==> config.mk <==
export PLATFORM = sky130hd
export DESIGN_NAME = tdes_pass_sequencer
export DESIGN_NICKNAME = d
export VERILOG_FILES = /design/src/rtl/tdes_pass_sequencer.sv
export SDC_FILE = /design/constraint.sdc
export NUM_CORES = 1
export LEC_CHECK = 0
export ABC_AREA = 1
export ABC_CLOCK_PERIOD_IN_PS = 2200
export CAP_MARGIN = 20
export CORE_AREA = 2 2 204 206
export CTS_BUF_LIST = sky130_fd_sc_hd__clkbuf_16
export CTS_CLUSTER_SIZE = 30
export DETAILED_ROUTE_END_ITERATION = 7
export DIE_AREA = 0 0 206 208
export DONT_BUFFER_PORTS = 1
export HOLD_SLACK_MARGIN = 0.12
export PLACE_DENSITY_LB_ADDON = 0.15
export SYNTH_ARGS = -nofsm -noshare
export SYNTH_HDL_FRONTEND = slang
export SYNTH_SLANG_ARGS = --single-unit
export TNS_END_PERCENT = 30
==> constraint.sdc <==
create_clock -name HCLK -period 2.2 [get_ports HCLK]
set_clock_uncertainty 0.15 [all_clocks]
set_input_delay 0.55 -clock HCLK [delete_from_list [all_inputs] [get_ports HCLK]]
set_output_delay 0.55 -clock HCLK [all_outputs]
set_load 0.02 [all_outputs]
==> src/rtl/tdes_pass_sequencer.sv <==
// Drives one shared single-DES core through the three EDE passes of Triple DES.
// Optional build macro TDES_KEY12_SHORTCUT_EN: collapse degenerate key sets to a single pass.
module tdes_pass_sequencer #(
  parameter int DATA_W         = 64,
  parameter int TIMEOUT_CYCLES = 64,
  parameter int CNT_W          = 8
) (
  input  logic              HCLK,
  input  logic              HRESET,
  input  logic              enable,
  input  logic              encryptionType,
  input  logic [DATA_W-1:0] data,
  input  logic [DATA_W-1:0] key1,
  input  logic [DATA_W-1:0] key2,
  input  logic [DATA_W-1:0] key3,
  output logic              des_start,
  output logic              des_decrypt,
  output logic [DATA_W-1:0] des_key,
  output logic [DATA_W-1:0] des_din,
  input  logic              des_done,
  input  logic [DATA_W-1:0] des_dout,
  output logic [DATA_W-1:0] outputData,
  output logic              outputEnable,
  output logic              busy,
  output logic              error
);

  typedef enum logic [2:0] {
    S_IDLE,
    S_ISSUE,
    S_WAIT,
    S_DONE,
    S_ERROR
  } state_e;

  localparam logic [CNT_W-1:0] TIMEOUT_W = CNT_W'(TIMEOUT_CYCLES);

  state_e              state_q, state_d;
  logic [1:0]          pass_q, pass_d;
  logic [CNT_W-1:0]    wd_q, wd_d;
  logic                enc_q, enc_d;
  logic [DATA_W-1:0]   key1_q, key1_d;
  logic [DATA_W-1:0]   key2_q, key2_d;
  logic [DATA_W-1:0]   key3_q, key3_d;
  logic [DATA_W-1:0]   block_q, block_d;
  logic                des_start_q, des_start_d;
  logic                des_decrypt_q, des_decrypt_d;
  logic [DATA_W-1:0]   des_key_q, des_key_d;
  logic [DATA_W-1:0]   out_data_q, out_data_d;
  logic                out_en_q, out_en_d;
  logic                busy_q, busy_d;
  logic                error_q, error_d;
  logic [1:0]          first_pass;
  logic [CNT_W-1:0]    wd_inc;

  // Encrypt walks key1,key2,key3 as E,D,E; decrypt walks key3,key2,key1 as D,E,D.
  function automatic logic [DATA_W-1:0] pass_key(input logic enc, input logic [1:0] p,
                                                  input logic [DATA_W-1:0] k1,
                                                  input logic [DATA_W-1:0] k2,
                                                  input logic [DATA_W-1:0] k3);
    logic [DATA_W-1:0] k;
    if (p == 2'd1)  k = k2;
    else if (p == 2'd0) k = enc ? k1 : k3;
    else                k = enc ? k3 : k1;
    return k;
  endfunction

  function automatic logic pass_dec(input logic enc, input logic [1:0] p);
    return enc ? (p == 2'd1) : (p != 2'd1);
  endfunction

  always_comb begin
`ifdef TDES_KEY12_SHORTCUT_EN
    // E(k1) followed by D(k1) cancels out, so only the outer pass is needed.
    if ((encryptionType && (key1 == key2)) || (!encryptionType && (key2 == key3)))
      first_pass = 2'd2;
    else
      first_pass = 2'd0;
`else
    first_pass = 2'd0;
`endif
  end

  assign wd_inc = wd_q + 1'b1;

  always_comb begin
    // NOTE: every _d takes its hold value first, so no branch can leave one unassigned and infer a latch.
    state_d       = state_q;
    pass_d        = pass_q;
    wd_d          = wd_q;
    enc_d         = enc_q;
    key1_d        = key1_q;
    key2_d        = key2_q;
    key3_d        = key3_q;
    block_d       = block_q;
    des_start_d   = 1'b0;
    des_decrypt_d = des_decrypt_q;
    des_key_d     = des_key_q;
    out_data_d    = out_data_q;
    out_en_d      = 1'b0;
    busy_d        = busy_q;
    error_d       = error_q;

    unique case (state_q)
      S_IDLE, S_ERROR: begin
        if (enable) begin
          enc_d         = encryptionType;
          key1_d        = key1;
          key2_d        = key2;
          key3_d        = key3;
          block_d       = data;
          pass_d        = first_pass;
          busy_d        = 1'b1;
          error_d       = 1'b0;
          des_start_d   = 1'b1;
          des_key_d     = pass_key(encryptionType, first_pass, key1, key2, key3);
          des_decrypt_d = pass_dec(encryptionType, first_pass);
          state_d       = S_ISSUE;
        end
      end
      S_ISSUE: begin
        wd_d    = '0;
        state_d = S_WAIT;
      end
      S_WAIT: begin
        if (des_done) begin
          block_d = des_dout;
          if (pass_q == 2'd2) begin
            out_data_d = des_dout;
            out_en_d   = 1'b1;
            busy_d     = 1'b0;
            state_d    = S_DONE;
          end else begin
            pass_d        = pass_q + 2'd1;
            des_start_d   = 1'b1;
            des_key_d     = pass_key(enc_q, pass_q + 2'd1, key1_q, key2_q, key3_q);
            des_decrypt_d = pass_dec(enc_q, pass_q + 2'd1);
            state_d       = S_ISSUE;
          end
        end else begin
          wd_d = wd_inc;
          if (wd_inc == TIMEOUT_W) begin
            error_d = 1'b1;
            busy_d  = 1'b0;
            state_d = S_ERROR;
          end
        end
      end
      S_DONE: begin
        state_d = S_IDLE;
      end
      default: begin
        state_d = S_IDLE;
      end
    endcase
  end

  // NOTE: state registers use non-blocking assignment so every flop samples pre-edge values.
  always_ff @(posedge HCLK) begin
    if (!HRESET) begin
      state_q       <= S_IDLE;
      pass_q        <= '0;
      wd_q          <= '0;
      enc_q         <= 1'b0;
      key1_q        <= '0;
      key2_q        <= '0;
      key3_q        <= '0;
      block_q       <= '0;
      des_start_q   <= 1'b0;
      des_decrypt_q <= 1'b0;
      des_key_q     <= '0;
      out_data_q    <= '0;
      out_en_q      <= 1'b0;
      busy_q        <= 1'b0;
      error_q       <= 1'b0;
    end else begin
      state_q       <= state_d;
      pass_q        <= pass_d;
      wd_q          <= wd_d;
      enc_q         <= enc_d;
      key1_q        <= key1_d;
      key2_q        <= key2_d;
      key3_q        <= key3_d;
      block_q       <= block_d;
      des_start_q   <= des_start_d;
      des_decrypt_q <= des_decrypt_d;
      des_key_q     <= des_key_d;
      out_data_q    <= out_data_d;
      out_en_q      <= out_en_d;
      busy_q        <= busy_d;
      error_q       <= error_d;
    end
  end

  assign des_start    = des_start_q;
  assign des_decrypt  = des_decrypt_q;
  assign des_key      = des_key_q;
  assign des_din      = block_q;
  assign outputData   = out_data_q;
  assign outputEnable = out_en_q;
  assign busy         = busy_q;
  assign error        = error_q;

endmodule
-- Word level (Yosys, flattened, before mapping)
Index checks and enable logic that the tools add are counted.
- add/sub/neg operators: 2
- eq/ne operators: 14
- muxes and demuxes: 43
- reduce and logical (&&, ||, !) cells: 14
- operator list (cell ; count):
    $mux W64 ; 10
    $pmux W64 S2 ; 2
    $mux W1 ; 16
    $pmux W8 S2 ; 1
    $reduce_and A4 Y1 ; 3
    $ne A2 B2 Y1 const B ; 5
    $mux W3 ; 3
    $pmux W3 S3 ; 1
    $reduce_and A3 Y1 ; 3
    $add A8 B1 Y8 const B ; 1
    $eq A8 B7 Y1 const B ; 1
    $mux W2 ; 4
    $mux W8 ; 1
    $pmux W1 S2 ; 4
    $ne A3 B3 Y1 const B ; 2
    $reduce_and A2 Y1 ; 3
    $pmux W2 S2 ; 1
    $reduce_bool A2 Y1 ; 2
    $eq A3 B1 Y1 const B ; 1
    $eq A3 B2 Y1 const B ; 1
    $eq A3 B3 Y1 const B ; 1
    $logic_not A3 Y1 ; 1
    $add A2 B1 Y2 const B ; 1
    $eq A2 B1 Y1 const B ; 1
    other kinds (4) ; 4
- bits in registers: 403

-- Logic depth before layout (Yosys ltp)
- word-level depth: 7
- gate-level depth with buffers: 12

-- Worst setup path before layout
Ideal clock, no wire load.
- path kind: register to register
- from: reg pass_q[1]
- to: reg des_key_q[47], in the netlist des_key[47]
- library setup time: 0.122 ns
- arrival: 1.564 ns
- path slack: 0.364 ns
- stages on the path, launching flop included: 10
- clock period less this slack: 1.836 ns
- cells stage by stage: dfxtp_1 ha_1 xnor2_1 clkbuf_1 clkbuf_1 nand2_1 o21ai_0 a21oi_1 o21ai_0 a21oi_1
- word-level cells in the longest chain between the ends: 7
- elaborated cells between the ends (all ways): 11
- ends and longest elaborated chain (item ; line ; source):
    from (decl) ; 39 ; logic [1:0] pass_q, pass_d;
    from (signal assigned) ; 178 ; pass_q <= pass_d;
    $add A2 B1 Y2 ; 136 ; des_key_d = pass_key(enc_q, pass_q + 2'd1, key1_q, key2_q, key3_q);
    $logic_not A2 Y1 ; 63 ; else if (p == 2'd0) k = enc ? k1 : k3;
    $mux W64 ; 63 ;
    $mux W64 ; 62 ; if (p == 2'd1) k = k2;
    $mux W64 ; 128 ; if (pass_q == 2'd2) begin
    $mux W64 ; 126 ; if (des_done) begin
    $pmux W64 S2 ; 104 ; unique case (state_q)
    to (signal assigned) ; 187 ; des_key_q <= des_key_d;
    to (decl) ; 48 ; logic [DATA_W-1:0] des_key_q, des_key_d;
Several ways; a longest one is shown, not always the timed one. The select of a mux whose other input is x is not followed.
A chain may end at the register's enable or synchronous reset.

-- Worst setup path after layout
- from: reg state_q[1]
- to: reg key2_q[41]
- word-level cells in the longest chain between the ends: 3
- elaborated cells between the ends (all ways): 4
- ends and longest elaborated chain (item ; line ; source):
    from (decl) ; 38 ; state_e state_q, state_d;
    from (signal assigned) ; 177 ; state_q <= state_d;
    $eq A3 B3 Y1 / $logic_not A3 Y1 (equally long branches) ; 104 ;
    $reduce_or A2 Y1 (*) ; 104 ;
    $reduce_and A2 Y1 (no source line) (*) ; -- ;
    to (signal assigned) ; 182 ; key2_q <= key2_d;
    to (decl) ; 43 ; logic [DATA_W-1:0] key2_q, key2_d;
Every way passes the cells marked *; elsewhere a longest branch is shown, timed or not.

==> flow_summary.json <==
{
  "vdd_drop_max_mv": 0.548,
  "netlist.top_cell.by_area": "sky130_fd_sc_hd__dfxtp_1",
  "route.vias.total": 17504,
  "final_cell_area_um2": 23200,
  "yosysSeqAreaShare": 0.482,
  "ff2ff_path_depth": 8,
  "finalSetupViolations": 0,
  "static-leakage-power_nw": 9.68,
  "worst_setup_path_start_kind": "register",
  "cts_htree_levels": 2,
  "grt_setup_unrepaired": "true",
  "cts_buffer_depth": 3,
  "setup.worst_path.class": "register to register",
  "yosys_warnings": 0,
  "drive_gt1_frac": 0.0519,
  "max_cap_viol_count": 0,
  "holdPathStages": 2,
  "pre_cts_slack_ns": 0.233,
  "core_area_um2": 40600,
  "critPathMaxFanout": 31,
  "first_global_vias": 17027,
  "grt_pass1_wl_um": 93100,
  "hold_class": "input pin to register",
  "synth_top_cells_by_area": "sky130_fd_sc_hd__dfxtp_1 48%, sky130_fd_sc_hd__o21ai_0 16%, sky130_fd_sc_hd__a21oi_1 10%",
  "period_share": 0.983,
  "critPathCaptureType": "register",
  "clock-root-buffer": "sky130_fd_sc_hd__clkbuf_16",
  "timing.slew.headroom": 0.481,
  "crit_required_ns": 2.56,
  "rows": 74,
  "synthesis.instances": 2328,
  "die_w_um": 206,
  "fin_nets": 2975,
  "achievable-frequency_mhz": 462,
  "grt.total_usage": 0.272,
  "placedInstanceArea_um2": 17200,
  "post-dp-hpwl_um": 35700,
  "pin_count_of_the_biggest_net_entering_global_routing": 391,
  "design.die.area_um2": 42800,
  "place.gp.congestion": 0.842,
  "r2r_slack_ns": 0.04,
  "ant_nets": 0,
  "post_synthesis_sequential_element_count": 403,
  "clock_tree_from_tritoncts": "done",
  "area.growth.synth_to_final_pct": 38.6,
  "worst-slew-pin-transition_ns": 0.779,
  "avg_cell_area_syn_um2": 7.19,
  "finalWorstPathRequiredPeriod_ns": 2.16,
  "reg2reg_from": "state_q[1]",
  "critical_path_arrival_ns": 2.52,
  "mostFrequentLayoutCell": "sky130_fd_sc_hd__o21ai_0",
  "outcome": "finished with violations",
  "drt-pass1-iter-count": 6,
  "portBuffers": 0,
  "drc_errors": 0,
  "count_of_final_hold_check_violations": 8,
  "vias_per_cell": 5.44,
  "globalRoute.totalOverflow": 0,
  "worst_hold_margin_ns": -0.0255,
  "violations": "hold timing",
  "timing.hold.worst.start": "data[1]",
  "detail_route.iter0.violations": 1534,
  "path_clk_slew_ns": 0.06,
  "routed_wirelength_um": 62200,
  "timing.hold.worst_endpoint": "des_din[1]",
  "power_w": 0.0194,
  "most-common-layout-cells": "526 x sky130_fd_sc_hd__o21ai_0, 422 x sky130_fd_sc_hd__dlygate4sd3_1, 400 x sky130_fd_sc_hd__dfxtp_1, 334 x sky130_fd_sc_hd__a21oi_1, 294 x sky130_fd_sc_hd__nand2_1",
  "wire_per_inst_um": 19.3,
  "yosys.area.top_type_share": 0.482,
  "post_synthesis_instance_area_um2": 16700,
  "io_pins": 522,
  "power.density_nw_per_um2": 835,
  "final-instance-count-excl-fill": 3217,
  "slew_violations": 0,
  "floorplan.initialDensity": 0.413,
  "layout.core_utilization": 0.572,
  "post_synth_net_total": 2657,
  "cts_buffers": 45,
  "grt_antenna_before_repair": 6,
  "worst_skew_pair.late_latency_ns": 0.58,
  "cts.sink_count": 403,
  "synth_cell_type_count": 21,
  "setup_slack_ns": 0.0364,
  "floorplan.die.height_um": 208,
  "numPlacedInstances": 2699,
  "r2r-end": "key2_q[41]"
}
power breakdown:
group | total (W) | switching, W | internal [W]
logic | 0.00273 | 0.00148 | 0.00125
clock network | 0.00802 | 0.00321 | 0.00481
registers | 0.00863 | 0.000707 | 0.00792
cell families after synthesis:
kind of cell,share of synthesized area
compound gates,0.299
xor+xnor,0.00105
fa+ha+maj,0.00299
buf+inv,0.0824
flops,0.482
simple gates,0.133
cell usage after synthesis:
cell type / instances
sky130_fd_sc_hd__buf_6: 5
sky130_fd_sc_hd__dfxtp_1: 403
sky130_fd_sc_hd__nand4_1: 2
sky130_fd_sc_hd__nor3_1: 1
sky130_fd_sc_hd__ha_1: 4
sky130_fd_sc_hd__a211oi_1: 1
sky130_fd_sc_hd__xnor2_1: 2
sky130_fd_sc_hd__nor2_2: 1
sky130_fd_sc_hd__a21oi_1: 334
sky130_fd_sc_hd__nor3_4: 1
sky130_fd_sc_hd__nand2_1: 295
sky130_fd_sc_hd__clkbuf_1: 163
sky130_fd_sc_hd__a31oi_1: 65
sky130_fd_sc_hd__o21ai_1: 51
sky130_fd_sc_hd__inv_2: 5
sky130_fd_sc_hd__nand3_1: 7
sky130_fd_sc_hd__buf_1: 7
sky130_fd_sc_hd__o21ai_0: 533
sky130_fd_sc_hd__inv_1: 147
sky130_fd_sc_hd__nor2_1: 278
sky130_fd_sc_hd__buf_2: 23
how the worst max path moves through the flow:
stage,start,cells after the start,endpoint,slack (ns)
after floorplan,pass_q[1],9,des_key[47],0.36
after global placement,state_q[2],8,des_key[1],0.30
after detailed placement,state_q[1],9,des_key[12],0.23
after CTS,state_q[1],8,outputData[18],0.02
after global routing,state_q[1],9,key2_q[6],-0.05
final,state_q[1],8,key2_q[41],0.04
flip-flops by register name, summed over array words and instances (netlist names):
name          count
busy              1
des_decrypt       1
des_din          64
des_key          64
des_start         1
enc_q             1
error             1
key1_q           64
key2_q           64
key3_q           64
outputData       64
outputEnable      1
pass_q            2
state_q           3
wd_q              8
stage by stage:
step | setup TNS (ns) | hold slack [ns]
floorplan | 0 | 0.280
finish | 0 | -0.0255
CTS | 0 | -0.0598
global route | -0.103 | -0.0515
detailed placement | 0 | 0.292
global placement | 0 | 0.287
metal layers:
metal	part of all wire	wire length, um	vias up	track usage
li1	-	-	8434	-
met1	0.39	24500	8118	0.325
met2	0.47	29500	784	0.449
met3	0.080	4960	168	0.0650
met4	0.053	3310	0	0.142
met5	0	0	-	0
layout make-up:
class                   count  area, um2
fillers                  3658      17300
flip-flops and latches    403       8070
multi-input cells        1575       7350
repair buffers            469       4970
clock buffers              47       1180
well taps                 532        666
inverters                 152        591
clock inverters            34        378
diodes                      5       12.5
worst max-delay path, stage by stage, from the launching register on:
cell	delay, ns
sky130_fd_sc_hd__dfxtp_2	0.33
sky130_fd_sc_hd__nor2_2	0.11
sky130_fd_sc_hd__inv_1	0.08
sky130_fd_sc_hd__nor2_4	0.16
sky130_fd_sc_hd__buf_12	0.19
sky130_fd_sc_hd__clkbuf_16	0.24
sky130_fd_sc_hd__o21ai_0	0.10
sky130_fd_sc_hd__dlygate4sd3_1	0.61
sky130_fd_sc_hd__nor2_1	0.10
timing repair:
item                                    4_1_cts  5_1_grt
endpoints found under the hold margin       391      209
hold buffers                                408       14
setup buffers                                 0        4
endpoints found under the setup margin        0      106
resized for setup                             0       29
Note: power is estimated with default switching activity, not from simulation.
